==> src/rtl/crc4fsk_pkg.sv <==
// Shared constants and state type for the CRC-8 / 4FSK transmit path.
package crc4fsk_pkg;
  localparam logic [7:0] CRC_POLY    = 8'h07;
  localparam int         CW_W        = 16;
  localparam int         SYM_W       = 2;
  localparam int         SYMS_PER_CW = 8;

  typedef enum logic {IDLE, SEND} tx_state_t;
endpackage

==> src/rtl/crc8_encoder_strict_add.sv <==
// Combinational CRC-8 encoder (poly 0x07, init 0), codeword = {data, crc}; zero latency.
module crc8_encoder_strict_add
  import crc4fsk_pkg::*;
#(
  parameter int K = 8
) (
  input  logic [K-1:0]   data,
  output logic [K+7:0]   codeword
);

  logic [7:0] w_crc;

  // Bit-serial MSB-first division, unrolled; the shift register is the remainder.
  always_comb begin
    w_crc = '0;
    for (int i = K - 1; i >= 0; i--) begin
      if (w_crc[7] ^ data[i]) w_crc = {w_crc[6:0], 1'b0} ^ CRC_POLY;
      else                    w_crc = {w_crc[6:0], 1'b0};
    end
    codeword = {data, w_crc};
  end

endmodule

==> src/rtl/crc8_fsk_tx_ctrl.sv <==
// Encodes one byte into a 16-bit CRC-8 codeword and plays it out as eight 2-bit symbols.
// First symbol the cycle after accept; in_ready only in IDLE or the final symbol clock.
module crc8_fsk_tx_ctrl
  import crc4fsk_pkg::*;
#(
  parameter int SYM_CYCLES = 4,
  parameter int K          = 8
) (
  input  logic             clk,
  input  logic             rst,
  input  logic             in_valid,
  input  logic [K-1:0]     in_data,
  output logic             in_ready,
  output logic             sym_valid,
  output logic [SYM_W-1:0] sym,
  output logic             sym_first,
  output logic             tx_done,
  output logic             busy
);

  localparam int                CYC_W    = (SYM_CYCLES > 1) ? $clog2(SYM_CYCLES) : 1;
  localparam logic [CYC_W-1:0]  CYC_LAST = CYC_W'(SYM_CYCLES - 1);
  localparam logic [2:0]        IDX_LAST = 3'(SYMS_PER_CW - 1);

  tx_state_t        r_state, w_next;
  logic [CW_W-1:0]  r_cw;
  logic [CW_W-1:0]  w_cw;
  logic [2:0]       r_sym_idx;
  logic [CYC_W-1:0] r_cyc;
  logic             w_last;
  logic             w_accept;
  logic [SYM_W-1:0] w_syms [SYMS_PER_CW];

  crc8_encoder_strict_add #(.K(K)) u_enc (
    .data     (in_data),
    .codeword (w_cw)
  );

  // Symbol 0 is the MSB pair of the codeword.
  for (genvar g = 0; g < SYMS_PER_CW; g++) begin : g_sym
    assign w_syms[g] = r_cw[CW_W-1-SYM_W*g -: SYM_W];
  end

  assign w_last = (r_sym_idx == IDX_LAST) && (r_cyc == CYC_LAST);

  always_ff @(posedge clk) begin
    if (rst) r_state <= IDLE;
    else     r_state <= w_next;
  end

  always_ff @(posedge clk) begin
    if (rst) begin
      r_cw      <= '0;
      r_sym_idx <= '0;
      r_cyc     <= '0;
    end else if (w_accept) begin
      r_cw      <= w_cw;
      r_sym_idx <= '0;
      r_cyc     <= '0;
    end else if (r_state == SEND) begin
      if (r_cyc == CYC_LAST) begin
        r_cyc     <= '0;
        r_sym_idx <= r_sym_idx + 3'd1;
      end else begin
        r_cyc     <= r_cyc + CYC_W'(1);
      end
    end
  end

  always_comb begin
    w_next    = r_state;
    in_ready  = 1'b0;
    sym_valid = 1'b0;
    sym       = '0;
    sym_first = 1'b0;
    tx_done   = 1'b0;
    busy      = 1'b0;
    case (r_state)
      IDLE: begin
        in_ready = 1'b1;
        if (in_valid) w_next = SEND;
      end
      SEND: begin
        sym_valid = 1'b1;
        busy      = 1'b1;
        sym       = w_syms[r_sym_idx];
        sym_first = (r_sym_idx == 3'd0) && (r_cyc == '0);
        tx_done   = w_last;
        // Accepting on the final clock chains the next codeword with no gap.
        in_ready  = w_last;
        if (w_last && !in_valid) w_next = IDLE;
      end
      default: w_next = IDLE;
    endcase
    w_accept = in_valid && in_ready;
  end

endmodule
==> config.mk <==
export PLATFORM = sky130hd
export DESIGN_NAME = crc8_fsk_tx_ctrl
export DESIGN_NICKNAME = d
export VERILOG_FILES = /design/src/rtl/crc4fsk_pkg.sv /design/src/rtl/crc8_encoder_strict_add.sv /design/src/rtl/crc8_fsk_tx_ctrl.sv
export SDC_FILE = /design/constraint.sdc
export NUM_CORES = 1
export LEC_CHECK = 0
export ABC_AREA = 1
export BUFFER_PORTS_ARGS = -buffer_cell sky130_fd_sc_hd__buf_2
export CORE_MARGIN = 4
export CORE_UTILIZATION = 45
export CTS_BUF_LIST = sky130_fd_sc_hd__clkbuf_8
export CTS_CLUSTER_DIAMETER = 100
export CTS_CLUSTER_SIZE = 10
export DETAILED_ROUTE_END_ITERATION = 10
export PLACE_DENSITY_LB_ADDON = 0.25
export SLEW_MARGIN = 20
export SYNTH_ARGS = -nofsm -noshare
export SYNTH_HDL_FRONTEND = slang
export SYNTH_SLANG_ARGS = --single-unit
==> constraint.sdc <==
create_clock -name clk -period 3.3 [get_ports clk]
set_input_delay 0.165 -clock clk [delete_from_list [all_inputs] [get_ports clk]]
set_output_delay 0.165 -clock clk [all_outputs]
set_load 0.1 [all_outputs]
==> reports/results.txt <==
Rows = 18
Vias in the first global route = 1,082
Starting DRT DRC Count = 42
CP startpoint = r_sym_idx[0]
Largest net degree at the start of global routing = 30
CP max FO = 11
Slowest stage cell, crit path = dfxtp_1
CORE AREA = 0.00252 mm2
Startpoint Class = flop
Drt wl/cell = 11.8 um
Final setup violation count = 0
Ant. Diodes = 0
Fin Clk Skew = 5.67 ps
Die ar. = 0.00360 mm2
Share of cells above drive strength 1 = 13.3%
Library cells used by synthesis = 21
Tot GR Track Use = 16.8%
Syn_nets = 191
Clock Pin Slew Worst Setup and Hold Paths = 80 ps
Vias = 1,117
Cell Int Power = 0.399 mW
Remaining antenna violation count = 0
FILL cells = 250
WS Path Type = reg -> out
CTS tree = done
Critical path endpoint = sym[0]
CTS Buf Count = 3
Post-CTS Resized = 0
Worst hold path type = in -> reg
Sequential cell area = 440 um2
Grt total ovfl = 0
Placed cell count = 215
Layout area overhead = 9.15%
Max-slew headroom = 57.5%
Starting density of the core = 48.3%
TNS Setup = 0 ps
Post-Syn Area = 0.00122 mm2
Critical Path Sink Type = output port
Post-Route WL = 2.57 mm
Syn avg cell area = 6.96 um2
Die outline height = 60.0 um
FF+latch count, synth = 22
IR drop worst, VDD = 269 uV
Final hold viol count = 0
Initial antenna violation count = 0
Power share of the clock group = 28.2%
Slew @ Worst Pin = 636 ps
Levels on crit path = 6
Critical R2R Launch = r_sym_idx[0]
Clock Sinks = 22
Buf/Inv on CP = 2
Reg power frac = 50.9%
Switch share = 31.5%
H-tree depth reported by CTS = 1
Final Max Slew Viols = 0
Tmin final = 2030 ps
Delay-heaviest family, CP = buffers and inverters
Nets = 206
Max-cap violations = 0
WP data required = 3130 ps
Worst EP arrival = 1860 ps
Post-synthesis cell count = 175
Mean number of vias per cell = 5.12
Yosys warns = 0
Fmax = 494 MHz
Reg2Reg Depth = 6
CP cell instances = clkinv_1 > o21ai_0 > o22ai_1 > nand3_1 > nand2_1 > buf_2
Ports = 18
Status = finished clean
R2R Path End = r_cw[1]
Layout Cells excl Fill = 218
Setup Buffers After CTS = 0
Power Density = 438 mW/mm2
Port Buffers = 17
# DRC = 0
Clk buf depth = 2
Multi-input combinational cell area = 664 um2
Combinational power share = 20.9%
Period Utilization, post-route = 61.4%
Leakage = 0.649 nW
Hpwl dp = 2.00 mm
First-pass GRT wire length = 4.52 mm
Worst skew pair latency = 260 ps
Util after Layout = 52.7%
Die Wd = 60.0 um
Cts hold-fix bufs = 0
RD Place Congestion = 0.783
Worst path max stage delay = 530 ps
Root Buffer = clkbuf_8
RSZ-0062 raised after global routing = no
DRT Pass-1 Iters = 4
Net Sw Power = 0.183 mW
Part of the Yosys area used for sequential elements = 36.2%
Register-to-Register Setup Slack = 1370 ps
## state kept, by name (all words and copies together) (netlist names)
| signal | flops |
|---|---|
| r_sym_idx | 3 |
| r_state | 1 |
| r_cyc | 2 |
| r_cw | 16 |
## routing by layer
layer	part of all wire, %	GRT usage, %
met3	4.6	3.02
met1	47	20.5
met2	46	27.3
met4	2.0	9.49
met5	0	0
## cell usage in the layout, fill, tap and decap left out, types with 3 or more instances in the layout
master,synthesis,final
o22ai_1,4,4
nand3_1,12,12
buf_2,0,17
o21ai_0,21,21
nor2_1,23,23
xor2_1,6,6
dfxtp_1,22,22
a21oi_1,16,16
ha_1,5,5
clkbuf_8,0,3
nand2_1,36,36
inv_1,14,14
## cell usage after synthesis, drive strengths merged
| library cell | number | share of area [%] |
|---|---|---|
| buf | 6 | 4.0 |
| nor3 | 1 | 0.41 |
| xnor2 | 1 | 0.72 |
| nand2 | 38 | 12 |
| nor2 | 23 | 7.1 |
| and3 | 1 | 0.51 |
| clkinv | 1 | 0.31 |
| o22ai | 4 | 2.1 |
| ha | 5 | 5.1 |
| a21oi | 18 | 8.6 |
| clkbuf | 1 | 0.31 |
| nand3 | 12 | 4.9 |
| dfxtp | 22 | 36 |
| xor2 | 6 | 4.3 |
| inv | 15 | 4.6 |
| o21ai | 21 | 8.6 |
## per-stage QoR
stage                     hold WS, ps  area (um2)  total power, mW  worst slack, ps
after floorplan                   227        1220            0.399              530
after global placement            406        1290            0.421             1470
after detailed placement          421        1290            0.424             1380
after CTS                         134        1330            0.590             1300
after global routing              140        1330            0.617             1080
final                             137        1330            0.582             1270
## power by group through the flow
stage	logic, mW	clock network (mW)	registers (mW)
after global routing	0.135	0.183	0.299
after floorplan	0.0974	0	0.302
after CTS	0.122	0.172	0.296
after detailed placement	0.122	0	0.302
final	0.122	0.164	0.296
after global placement	0.119	0	0.302
## area by class of cell
| class | instances | share of cell area (%) |
|---|---|---|
| Multi-Input combinational cell | 130 | 50.0 |
| Inverter | 16 | 4.52 |
| Sequential cell | 22 | 33.1 |
| Tap cell | 30 | 2.82 |
| Clock buffer | 3 | 3.11 |
| Timing Repair Buffer | 17 | 6.40 |
## logic make-up after synthesis
logic type | Yosys count | synth area share [%]
DFF | 22 | 36.2
AOI/OAI and AO/OA | 43 | 19.3
adders and majority gates | 5 | 5.14
and+or+nand+nor | 75 | 25.1
xor gates and xnor gates | 7 | 5.04
buffers and inverters | 23 | 9.25
## how the worst min path moves through the flow
stage,startpoint,endpoint,slack (ps),cells past startpoint
final,rst,r_cw[1],140,2
after floorplan,rst,r_cw[1],230,1
after CTS,rst,r_cw[1],130,2
after global routing,rst,r_cw[1],140,2
after detailed placement,rst,r_cw[1],420,2
after global placement,rst,r_cw[1],410,2
(Power assumes the default switching activity.)
